===== src/rtl/fpu_cmp_pkg.sv =====
// Shared types and helpers for the pipelined floating-point compare / min-max unit.
// Holds the opcode encoding, the per-operand class record and the canonical NaN pattern.
package fpu_cmp_pkg;

  typedef enum logic [2:0] {
    OP_FLE  = 3'b000,
    OP_FLT  = 3'b001,
    OP_FEQ  = 3'b010,
    OP_FMIN = 3'b100,
    OP_FMAX = 3'b101
  } fpu_cmp_op_e;

  typedef struct packed {
    logic zero;
    logic inf;
    logic nan;
    logic snan;
    logic sign;
  } fp_class_t;

  // Quiet NaN with clear sign and payload, right-aligned in 64 bits
  function automatic logic [63:0] canonical_nan(input int unsigned exp_w, input int unsigned man_w);
    canonical_nan = ((64'd1 << (exp_w + 32'd1)) - 64'd1) << (man_w - 32'd1);
  endfunction

endpackage


===== src/rtl/fpu_classify.sv =====
// Combinational IEEE-754 operand classifier: zero / infinity / NaN / signaling NaN / sign.
// Denormals are reported as ordinary finite values.
module fpu_classify
  import fpu_cmp_pkg::*;
#(
  parameter int unsigned EXP_W = 8,
  parameter int unsigned MAN_W = 23
) (
  input  logic [EXP_W+MAN_W:0] val_i,
  output fp_class_t            cls_o
);

  logic [EXP_W-1:0] exp_s;
  logic [MAN_W-1:0] man_s;
  logic             exp_ones_s;
  logic             exp_zero_s;
  logic             man_zero_s;

  assign exp_s = val_i[EXP_W+MAN_W-1:MAN_W];
  assign man_s = val_i[MAN_W-1:0];

  // Decode the exponent/mantissa fields into class flags
  always_comb begin
    exp_ones_s = &exp_s;
    exp_zero_s = ~|exp_s;
    man_zero_s = ~|man_s;
    cls_o      = '0;
    cls_o.sign = val_i[EXP_W+MAN_W];
    cls_o.zero = exp_zero_s & man_zero_s;
    cls_o.inf  = exp_ones_s & man_zero_s;
    cls_o.nan  = exp_ones_s & ~man_zero_s;
    cls_o.snan = exp_ones_s & ~man_zero_s & ~man_s[MAN_W-1];
  end

endmodule


===== src/rtl/fpu_cmp_pipe.sv =====
// Pipelined FEQ/FLT/FLE/FMIN/FMAX unit with RISC-V NaN, signed-zero and NV semantics.
// All arithmetic sits ahead of stage 1; later stages are valid/ready register slices.
module fpu_cmp_pipe
  import fpu_cmp_pkg::*;
#(
  parameter int unsigned EXP_W       = 8,
  parameter int unsigned MAN_W       = 23,
  parameter int unsigned PIPE_STAGES = 1,
  parameter int unsigned TAG_W       = 4
) (
  input  logic                       clk_i,
  input  logic                       rst_ni,
  input  logic                       flush_i,
  input  logic                       in_valid_i,
  output logic                       in_ready_o,
  input  logic [2:0]                 op_i,
  input  logic [EXP_W+MAN_W:0]       rs1_i,
  input  logic [EXP_W+MAN_W:0]       rs2_i,
  input  logic [TAG_W-1:0]           tag_i,
  output logic                       out_valid_o,
  input  logic                       out_ready_i,
  output logic [EXP_W+MAN_W:0]       result_o,
  output logic                       nv_o,
  output logic [TAG_W-1:0]           tag_o
);

  localparam int unsigned W      = 1 + EXP_W + MAN_W;
  localparam int unsigned LAST   = PIPE_STAGES - 1;
  localparam logic [63:0] CNAN64 = canonical_nan(EXP_W, MAN_W);

  typedef struct packed {
    logic [W-1:0]     result;
    logic             nv;
    logic [TAG_W-1:0] tag;
  } stage_t;

  fp_class_t    cls_a_s;
  fp_class_t    cls_b_s;
  logic [W-2:0] mag_a_s;
  logic [W-2:0] mag_b_s;
  logic         lt_s;
  logic         eq_s;
  logic         any_nan_s;
  logic         any_snan_s;
  logic         a_first_s;
  stage_t       calc_s;
  logic         unused_s;

  fpu_classify #(.EXP_W(EXP_W), .MAN_W(MAN_W)) u_cls_a (.val_i(rs1_i), .cls_o(cls_a_s));
  fpu_classify #(.EXP_W(EXP_W), .MAN_W(MAN_W)) u_cls_b (.val_i(rs2_i), .cls_o(cls_b_s));

  assign mag_a_s  = rs1_i[W-2:0];
  assign mag_b_s  = rs2_i[W-2:0];
  assign unused_s = ^{cls_a_s.inf, cls_b_s.inf};

  // Ordering, result selection and invalid flag for the offered operation
  always_comb begin
    lt_s       = 1'b0;
    eq_s       = 1'b0;
    calc_s     = '0;
    calc_s.tag = tag_i;
    any_nan_s  = cls_a_s.nan | cls_b_s.nan;
    any_snan_s = cls_a_s.snan | cls_b_s.snan;
    if (cls_a_s.zero && cls_b_s.zero) begin
      eq_s = 1'b1;
    end else if (cls_a_s.sign != cls_b_s.sign) begin
      lt_s = cls_a_s.sign;
    end else if (!cls_a_s.sign) begin
      lt_s = (mag_a_s < mag_b_s);
      eq_s = (mag_a_s == mag_b_s);
    end else begin
      lt_s = (mag_a_s > mag_b_s);
      eq_s = (mag_a_s == mag_b_s);
    end
    // min/max additionally orders -0 below +0
    a_first_s = lt_s | (cls_a_s.zero & cls_b_s.zero & cls_a_s.sign & ~cls_b_s.sign);
    case (op_i)
      OP_FLE: begin
        calc_s.result = {{(W-1){1'b0}}, ~any_nan_s & (lt_s | eq_s)};
        calc_s.nv     = any_nan_s;
      end
      OP_FLT: begin
        calc_s.result = {{(W-1){1'b0}}, ~any_nan_s & lt_s};
        calc_s.nv     = any_nan_s;
      end
      OP_FEQ: begin
        calc_s.result = {{(W-1){1'b0}}, ~any_nan_s & eq_s};
        calc_s.nv     = any_snan_s;
      end
      OP_FMIN, OP_FMAX: begin
        calc_s.nv = any_snan_s;
        if (cls_a_s.nan && cls_b_s.nan) begin
          calc_s.result = CNAN64[W-1:0];
        end else if (cls_a_s.nan) begin
          calc_s.result = rs2_i;
        end else if (cls_b_s.nan) begin
          calc_s.result = rs1_i;
        end else if ((op_i == OP_FMIN) == a_first_s) begin
          calc_s.result = rs1_i;
        end else begin
          calc_s.result = rs2_i;
        end
      end
      default: begin
        calc_s.result = '0;
        calc_s.nv     = 1'b0;
      end
    endcase
  end

  logic   stg_valid_s  [PIPE_STAGES];
  stage_t stg_data_s   [PIPE_STAGES];
  logic   load_s       [PIPE_STAGES];
  logic   prev_valid_s [PIPE_STAGES];
  stage_t prev_data_s  [PIPE_STAGES];

  // Backpressure chain: a stage may load when empty or when its content moves on
  always_comb begin
    for (int k = 0; k < PIPE_STAGES; k++) begin
      load_s[k] = 1'b0;
    end
    load_s[LAST] = !stg_valid_s[LAST] || out_ready_i;
    for (int k = int'(LAST) - 1; k >= 0; k--) begin
      load_s[k] = !stg_valid_s[k] || load_s[k+1];
    end
  end

  // Upstream source of each stage
  always_comb begin
    prev_valid_s[0] = in_valid_i;
    prev_data_s[0]  = calc_s;
    for (int k = 1; k < PIPE_STAGES; k++) begin
      prev_valid_s[k] = stg_valid_s[k-1];
      prev_data_s[k]  = stg_data_s[k-1];
    end
  end

  for (genvar k = 0; k < PIPE_STAGES; k++) begin : g_stage
    logic   valid_r;
    stage_t data_r;

    // Occupancy flag; flush kills everything including the op accepted this cycle
    always_ff @(posedge clk_i or negedge rst_ni) begin
      if (!rst_ni) begin
        valid_r <= 1'b0;
      end else if (flush_i) begin
        valid_r <= 1'b0;
      end else if (load_s[k]) begin
        valid_r <= prev_valid_s[k];
      end else begin
        valid_r <= valid_r;
      end
    end

    // Payload only changes when a real operation arrives, so held outputs stay stable
    always_ff @(posedge clk_i or negedge rst_ni) begin
      if (!rst_ni) begin
        data_r <= '0;
      end else if (load_s[k] && prev_valid_s[k]) begin
        data_r <= prev_data_s[k];
      end else begin
        data_r <= data_r;
      end
    end

    assign stg_valid_s[k] = valid_r;
    assign stg_data_s[k]  = data_r;
  end

  assign in_ready_o  = load_s[0];
  assign out_valid_o = stg_valid_s[LAST];
  assign result_o    = stg_data_s[LAST].result;
  assign nv_o        = stg_data_s[LAST].nv;
  assign tag_o       = stg_data_s[LAST].tag;

endmodule

===== config.mk =====
export PLATFORM = sky130hd
export DESIGN_NAME = fpu_cmp_pipe
export DESIGN_NICKNAME = d
export VERILOG_FILES = /design/src/rtl/fpu_cmp_pkg.sv /design/src/rtl/fpu_classify.sv /design/src/rtl/fpu_cmp_pipe.sv
export SDC_FILE = /design/constraint.sdc
export NUM_CORES = 1
export LEC_CHECK = 0
export ABC_AREA = 1
export BUFFER_PORTS_ARGS = -buffer_cell sky130_fd_sc_hd__buf_4
export CORE_MARGIN = 2
export CORE_UTILIZATION = 45
export CTS_CLUSTER_DIAMETER = 100
export DETAILED_ROUTE_END_ITERATION = 7
export GPL_ROUTABILITY_DRIVEN = 0
export HOLD_SLACK_MARGIN = 0.1
export PLACE_DENSITY_LB_ADDON = 0.2
export SLEW_MARGIN = 20
export SYNTH_ARGS = -nofsm -noshare
export SYNTH_HDL_FRONTEND = slang
export SYNTH_SLANG_ARGS = --single-unit

===== constraint.sdc =====
create_clock -name clk_i -period 1.2 [get_ports clk_i]
set_input_delay 0.18 -clock clk_i [delete_from_list [all_inputs] [get_ports clk_i]]
set_output_delay 0.18 -clock clk_i [all_outputs]
set_load 0.01 [all_outputs]

==> run summary, run 1 <==
status = aborted with a tool error
Stop stage = global routing
Run Error = [ERROR GRT-0232] Routing congestion too high. Check the congestion heatmap in the GUI.
cell total after placement = 709
last worst endpoint in the global-route repair_timing = result_o[26]$_DFFE_PN0P_/D
Primary FF master, synth = dfrtp_1
Yosys reg bits = 38
CTS buffer count = 5
Synthesized Nets = 555
post-detail-place hpwl = 7990 um
GRT Total Usage = 91.4%
Post-synth top cells = 153 x nand2_1, 65 x inv_1, 38 x dfrtp_1
clk root buf = clkbuf_8
syn_area_per_cell = 6.79 sq um
starting density of the core = 47.1%
Synth top area share = 31.3%
async set or reset register ratio after synthesis = 100%
H-tree levels = 2
synthesized area = 0.00304 sq mm
Syn Inst Count = 448
Max Root-Sink Buffers = 2
count of different cell masters after synthesis = 30
PortBufs = 114
Seq/Total Area, Yosys = 31.3%
I/O pin count = 115
Synth area leader = dfrtp_1
Ys Warns = 0
most instantiated library cell after synthesis = nand2_1
# rows = 29
Die X-Extent = 86.2 um
Die H = 86.2 um
Worst EP Category = register data pin
largest net degree at the start of global routing = 39
Sink Count = 38
Post-synth EDFFs = 0
Remaining Overflow, GRT = 553
main area contributors after synthesis = dfrtp_1 31%, nand2_1 19%, ha_1 13%, inv_1 8.0%, a21oi_1 5.1%
DP Area = 0.00508 sq mm
## metrics by stage
step | hold WS [ps] | worst slack (ps)
2_1_floorplan | -116 | -680
3_3_place_gp | 178 | -1010
3_5_place_dp | 191 | -1130
4_1_cts | 101 | -759
## metal layers
layer | overflow | global-route usage, %
met1 | 5 | 82.2
met2 | 332 | 120
met4 | 205 | 117
met3 | 6 | 60.5
met5 | 5 | 14.7
## kinds of logic after synthesis
logic type / share of synthesized area (%)
adder cells (fa/ha/maj): 12.8
AO/OA/AOI/OAI: 13.5
AND/OR/NAND/NOR: 31.8
buffers and inverters: 10.8
flip-flops: 31.3
## repair_timing
action | 4_1_cts
hold buffers | 8
setup endpoints to repair | 33
gates resized for setup | 130
cloned | 6
pin swaps | 59
buffers inserted | 19
hold endpoints to repair | 45
==> run 2: changes to the inputs <==
CORE_UTILIZATION = 30   (was 45)
CTS_CLUSTER_DIAMETER = not set   (was 100)
HOLD_SLACK_MARGIN = not set   (was 0.1)
PLACE_DENSITY_LB_ADDON = 0.15   (was 0.2)
clock period = 1.56 ns   (was 1.2 ns; I/O delays follow)
==> run 2 against run 1 <==
Effect of this change:
- the flow now finishes, with violations (negative setup slack)
- synthesized cell count unchanged
- area after synthesis unchanged
==> run summary, run 2 <==
minimum clock period = 2110 ps
Post-synth top cells = 153 x nand2_1, 65 x inv_1, 38 x dfrtp_1 (unchanged)
post-synthesis xor/xnor area fraction = 0% (unchanged)
mux contribution to synthesized area = 0% (unchanged)
most frequent CP cell = nand2_2
max_cap viols = 0
die area = 0.0110 sq mm
H-tree levels = 2 (unchanged)
per-cell routed wire length = 14.3 um
crit path kind = input pin to register
GRT Total Usage = 19.8%
Finished Layout Cells = 789
CTS buffer count = 5 (unchanged)
main area contributors after synthesis = dfrtp_1 31%, nand2_1 19%, ha_1 13%, inv_1 8.0%, a21oi_1 5.1% (unchanged)
max-slew violation count = 0
CP bufs+invs = 4
P&R area growth vs syn = 94.2%
PortBufs = 114 (unchanged)
Adder-Cell Fraction of Synth Area = 12.8% (unchanged)
cell total after placement = 762 (was 709)
synthesized area = 0.00304 sq mm (unchanged)
crit start category = input pin
Final Hold Vio Count = 0
DRT Wirelength = 11300 um
Crit-path slowest cell = ha_4
Die H = 105 um (was 86.2 um)
Post-synth EDFFs = 0 (unchanged)
crit path capture type = register
Layout Nets = 762
largest net degree at the start of global routing = 39
Sink Count = 38 (unchanged)
count of different cell masters after synthesis = 30 (unchanged)
drt drc = 0
post-synthesis compound-gate area fraction = 13.5% (unchanged)
initial antenna violation count = 0
period utilisation layout = 135%
syn_area_per_cell = 6.79 sq um (unchanged)
Vias = 3683
most common cell after layout, fill and taps aside = buf_4
max_slew headroom = 65.1%
PwrDens = 592 mW/mm^2
Die X-Extent = 105 um (was 86.2 um)
Max VDD drop = 0.000291 V
post-detail-place hpwl = 8330 um (was 7990 um)
drt pass-1 iters = 4
Vias/cell = 4.67
Primary FF master, synth = dfrtp_1 (unchanged)
I/O pin count = 115 (unchanged)
crit path max fanout = 9
vias in the first global route = 3686
max reg flops = 32
most instantiated library cell after synthesis = nand2_1 (unchanged)
RSZ-0062 raised after global routing = yes
failing checks = negative setup slack
Hold Path Class = input pin to register
async set or reset register ratio after synthesis = 100% (unchanged)
Yosys reg bits = 38 (unchanged)
Clock Skew = 6.60 ps
Core ar. = 0.00982 sq mm
f_max = 0.475 GHz
share of cells above drive strength 1 = 55.5%
starting density of the core = 31.0% (was 47.1%)
initial DRC count = 111
Syn Inst Count = 448 (unchanged)
critical-path cell list = buf_4 -> inv_2 -> ha_4 -> inv_1 -> nor2_2 -> nand3_2 -> nor2_2 -> nand3b_1 -> nand2_2 -> nand2_2 -> nand2_4 -> nand2_2 -> nand2_2 -> nand3_4 -> nand2_4 -> clkbuf_16 -> a21oi_2 -> o21ai_1 -> nand2_1
clk root buf = clkbuf_8 (unchanged)
crit-path max cell delay = 250 ps
Synthesized Nets = 555 (unchanged)
kind of cell adding the most delay to the critical path = simple AND/OR/NAND/NOR gates
CTS tree = yes
CP arrival = 2290 ps
CTS clock-pin slew for the worst setup and hold paths = 80 ps
status = finished with violations (was aborted with a tool error)
largest family of logic cells by synthesized area = simple AND/OR/NAND/NOR gates (unchanged)
# rows = 36 (was 29)
most frequent cells in the layout = 173 x buf_4, 127 x nand2_1, 38 x dfrtp_1, 36 x inv_1, 27 x ha_4
number of setup violations in the final report = 33
final worst slack = -545 ps
first-pass GRT wire length = 17600 um
diode count = 0
CP required = 1750 ps
Ys Warns = 0 (unchanged)
Synth top area share = 31.3% (unchanged)
Antenna Violating Nets Remaining = 0
Max Root-Sink Buffers = 2 (unchanged)
Clock Latency Late Sink = 290 ps
Synth area leader = dfrtp_1 (unchanged)
Static Leak = 2.98 nW
Seq/Total Area, Yosys = 31.3% (unchanged)
Post-Synth Simple-Gate Area = 31.8% (unchanged)
Fin Setup TNS = -16040 ps
Worst Max-Slew Pin Slew = 523 ps
Filler cells = 897
Remaining Overflow, GRT = 0
[run 2: cell families (layout without fill, tap and decap cells)]
group	after synthesis	after routing
AOI/OAI and AO/OA	74	74
adders and majority gates	31	31
buffers and inverters	77	283
DFF	38	38
and+or+nand+nor	228	230
[run 2: power by group]
| group | switching, mW | internal [mW] |
|---|---|---|
| clock network | 0.365 | 0.357 |
| registers | 0.0543 | 1.08 |
| logic | 0.801 | 0.847 |
[run 2: metrics by stage]
stage / power [mW] / util, % / hold slack, ps / area [sq um] / worst slack (ps)
floorplan: 1.76 / - / -61.6 / 3540 / -376
global placement: 2.39 / 51.9 / 247 / 5100 / -777
detailed placement: 2.43 / 51.9 / 248 / 5100 / -852
CTS: 3.34 / 56.4 / 81.0 / 5540 / -448
global route: 3.73 / 60.2 / 80.9 / 5910 / -670
finish: 3.50 / 60.2 / 89.2 / 5910 / -545
[run 2: path summary, 6_finish.rpt]
path | cells after the start | slack (ps) | endpoint | startpoint
worst max-delay path | 19 | -550 | result_o[7] | rs2_i[24]
worst min-delay path | 2 | 90 | out_valid_o | flush_i
worst max register to register | 6 | 130 | result_o[22] | out_valid_o
worst min register to register | 2 | 480 | result_o[29] | result_o[29]
max in group asynchronous | 2 | 740 | tag_o[2] | rst_ni
min in group asynchronous | 2 | 460 | result_o[9] | rst_ni
[run 2: cell type report]
cell class	count	area, sq um	area share (%)
tap	133	166	2.82
sequential	38	951	16.1
clock buffer	7	86.3	1.46
clock inverter	1	5.00	0.0847
multi-input combinational	335	2510	42.4
timing repair buffer	210	1850	31.4
inverter	65	337	5.70
[run 2: repair_timing]
action	in CTS	in global routing
endpoints found under the hold margin	38	0
hold buffers	1	0
pin swaps	29	34
buffers inserted	7	4
gates resized for setup	63	61
endpoints found under the setup margin	32	33
cloned	3	4
[run 2: routing by layer]
metal  wire (um)  vias up  track usage (%)
met5           0        -                0
met4         217        0             5.71
met3         545       15             2.87
met2        5680       89             34.4
met1        4860     1717             25.6
li1            -     1862                -
No activity file was read; power rests on OpenSTA's default activity.
==> run 3: changes to the inputs <==
clock period = 2.7 ns   (was 1.56 ns; I/O delays follow)
==> run 3 against run 2 <==
Effect of this change:
- the flow now finishes without violations
- sequential power shrank 42%
- clock skew fell by 3.3 ps
- critical path depth rose by 1
- global-route usage decreased by 3.3 points
- via count down 14%
- register-to-register slack improved by 1100 ps
- flip-flop and latch count did not move
- hold slack worse by 10 ps
- core utilization fell by 18 points
- critical path type unchanged
- largest cell class unchanged
- highest routed layer unchanged
==> run summary, run 3 (same netlist as run 2, synthesis figures left out) <==
Fin Setup TNS = 0 ps (was -16040 ps)
most frequent CP cell = nand2_1 (was nand2_2)
Antenna Violating Nets Remaining = 0 (unchanged)
Core ar. = 0.00982 sq mm (unchanged)
share of cells above drive strength 1 = 25.4% (was 55.5%)
Fin Hold WS = 79.0 ps (was 89.2 ps)
most common cell after layout, fill and taps aside = nand2_1 (was buf_4)
Worst Max-Slew Pin Slew = 513 ps (was 523 ps)
Sink Count = 38 (unchanged)
status = finished clean (was finished with violations)
CP bufs+invs = 3 (was 4)
CTS buffer count = 5 (unchanged)
largest net degree at the start of global routing = 39 (unchanged)
cell total after placement = 689 (was 762)
vias in the first global route = 3174 (was 3686)
hold buffers post-CTS = 0 (was 1)
max reg flops = 32 (unchanged)
CTS tree = yes (unchanged)
CP required = 2930 ps (was 1750 ps)
number of setup violations in the final report = 0 (was 33)
Finished Layout Cells = 697 (was 789)
crit path kind = input pin to register (unchanged)
PwrDens = 408 mW/mm^2 (was 592 mW/mm^2)
Clock Latency Late Sink = 290 ps (about the same)
Die H = 105 um (unchanged)
crit-path max cell delay = 280 ps (was 250 ps)
crit path capture type = register (unchanged)
P&R area growth vs syn = 36.7% (was 94.2%)
Max Root-Sink Buffers = 2 (unchanged)
GRT Total Usage = 16.6% (was 19.8%)
CTS clock-pin slew for the worst setup and hold paths = 80 ps (about the same)
CP arrival = 2580 ps (was 2290 ps)
max_slew headroom = 65.8% (was 65.1%)
kind of cell adding the most delay to the critical path = simple AND/OR/NAND/NOR gates (unchanged)
clk root buf = clkbuf_8 (unchanged)
r2r setup slk = 1240 ps (was 130 ps)
diode count = 0 (unchanged)
minimum clock period = 2350 ps
Post-CTS Setup Repair Bufs = 0 (was 7)
final worst slack = 355 ps (was -545 ps)
Final Hold Vio Count = 0 (unchanged)
post-CTS sizing = 0 (was 63)
H-tree levels = 2 (unchanged)
initial antenna violation count = 0 (unchanged)
critical-path cell list = buf_4 -> inv_1 -> ha_1 -> nand2_1 -> nor2_1 -> nand4_1 -> nor2_1 -> nand3b_1 -> nand2_1 -> nand2_1 -> nand2_2 -> nand2_1 -> nand2_1 -> nand3_2 -> nand2_4 -> buf_4 -> nand2_1 -> o21ai_1 -> nand2_1 -> nand2_1 (was buf_4 -> inv_2 -> ha_4 -> inv_1 -> nor2_2 -> nand3_2 -> nor2_2 -> nand3b_1 -> nand2_2 -> nand2_2 -> nand2_4 -> nand2_2 -> nand2_2 -> nand3_4 -> nand2_4 -> clkbuf_16 -> a21oi_2 -> o21ai_1 -> nand2_1)
drt pass-1 iters = 4 (unchanged)
drt drc = 0 (unchanged)
DRT Wirelength = 8920 um (was 11300 um)
f_max = 0.426 GHz
Die X-Extent = 105 um (unchanged)
Static Leak = 2.40 nW (was 2.98 nW)
Crit-path slowest cell = ha_1 (was ha_4)
post-detail-place hpwl = 7170 um (was 8330 um)
Vias = 3153 (was 3683)
sequential cell area = 951 sq um (unchanged)
period utilisation layout = 86.9%
Multi-input gate area = 0.00176 sq mm (was 0.00251 sq mm)
post-layout util = 42.4% (was 60.2%)
starting density of the core = 31.0% (unchanged)
Vias/cell = 4.52 (was 4.67)
crit path max fanout = 16 (was 9)
max_cap viols = 0 (unchanged)
Max VDD drop = 0.000182 V (was 0.000291 V)
Hold Path Class = input pin to asynchronous set/reset pin (was input pin to register)
per-cell routed wire length = 12.8 um (was 14.3 um)
PortBufs = 114 (unchanged)
Filler cells = 1068 (was 897)
most frequent cells in the layout = 153 x nand2_1, 118 x buf_4, 65 x inv_1, 38 x dfrtp_1 (was 173 x buf_4, 127 x nand2_1, 38 x dfrtp_1, 36 x inv_1, 27 x ha_4)
die area = 0.0110 sq mm (unchanged)
RSZ-0062 raised after global routing = no (was yes)
initial DRC count = 136 (was 111)
# rows = 36 (unchanged)
first-pass GRT wire length = 14800 um (was 17600 um)
Layout Nets = 670 (was 762)
max-slew violation count = 0 (unchanged)
crit start category = input pin (unchanged)
Clock Skew = 3.29 ps (was 6.60 ps)
pre-CTS setup slack = 32.9 ps (was -852 ps)
I/O pin count = 115 (unchanged)
Remaining Overflow, GRT = 0 (unchanged)
## run 3: per-stage QoR
stage / total power, mW / cell area [sq um]
3_5_place_dp: 1.23 / 4050
2_1_floorplan: 0.955 / 3040
4_1_cts: 1.73 / 4160
3_3_place_gp: 1.22 / 4050
6_report: 1.70 / 4160
5_1_grt: 1.83 / 4160
## run 3: layout make-up
class	count	share of cell area, %
multi-input combinational	333	42.4
sequential	38	22.9
tap	133	4.00
inverter	65	5.87
clock buffer	5	1.65
timing repair buffer	120	22.3
clock inverter	3	0.963
## run 3: final timing paths
check / endpoint / depth (start not counted) / from
max in group asynchronous: result_o[25] / 1 / rst_ni
min in group clk_i: out_valid_o / 2 / flush_i
worst max register to register: result_o[23] / 6 / out_valid_o
worst min-delay path: result_o[9] / 1 / rst_ni
worst min register to register: result_o[17] / 2 / result_o[17]
worst max-delay path: result_o[28] / 20 / rs2_i[22]
## run 3: power by group
part / switching, mW / internal (mW) / leakage [nW]
clock: 0.216 / 0.272 / 0.0579
sequential: 0.0289 / 0.621 / 0.504
combinational: 0.302 / 0.258 / 1.84
## run 3: routing by layer
| metal | GRT usage, % | up-vias | routed length, um |
|---|---|---|---|
| li1 | - | 1662 | - |
| met1 | 22.0 | 1400 | 4170 |
| met2 | 28.0 | 84 | 4200 |
| met3 | 3.06 | 7 | 447 |
| met4 | 3.81 | 0 | 101 |
| met5 | 0 | - | 0 |
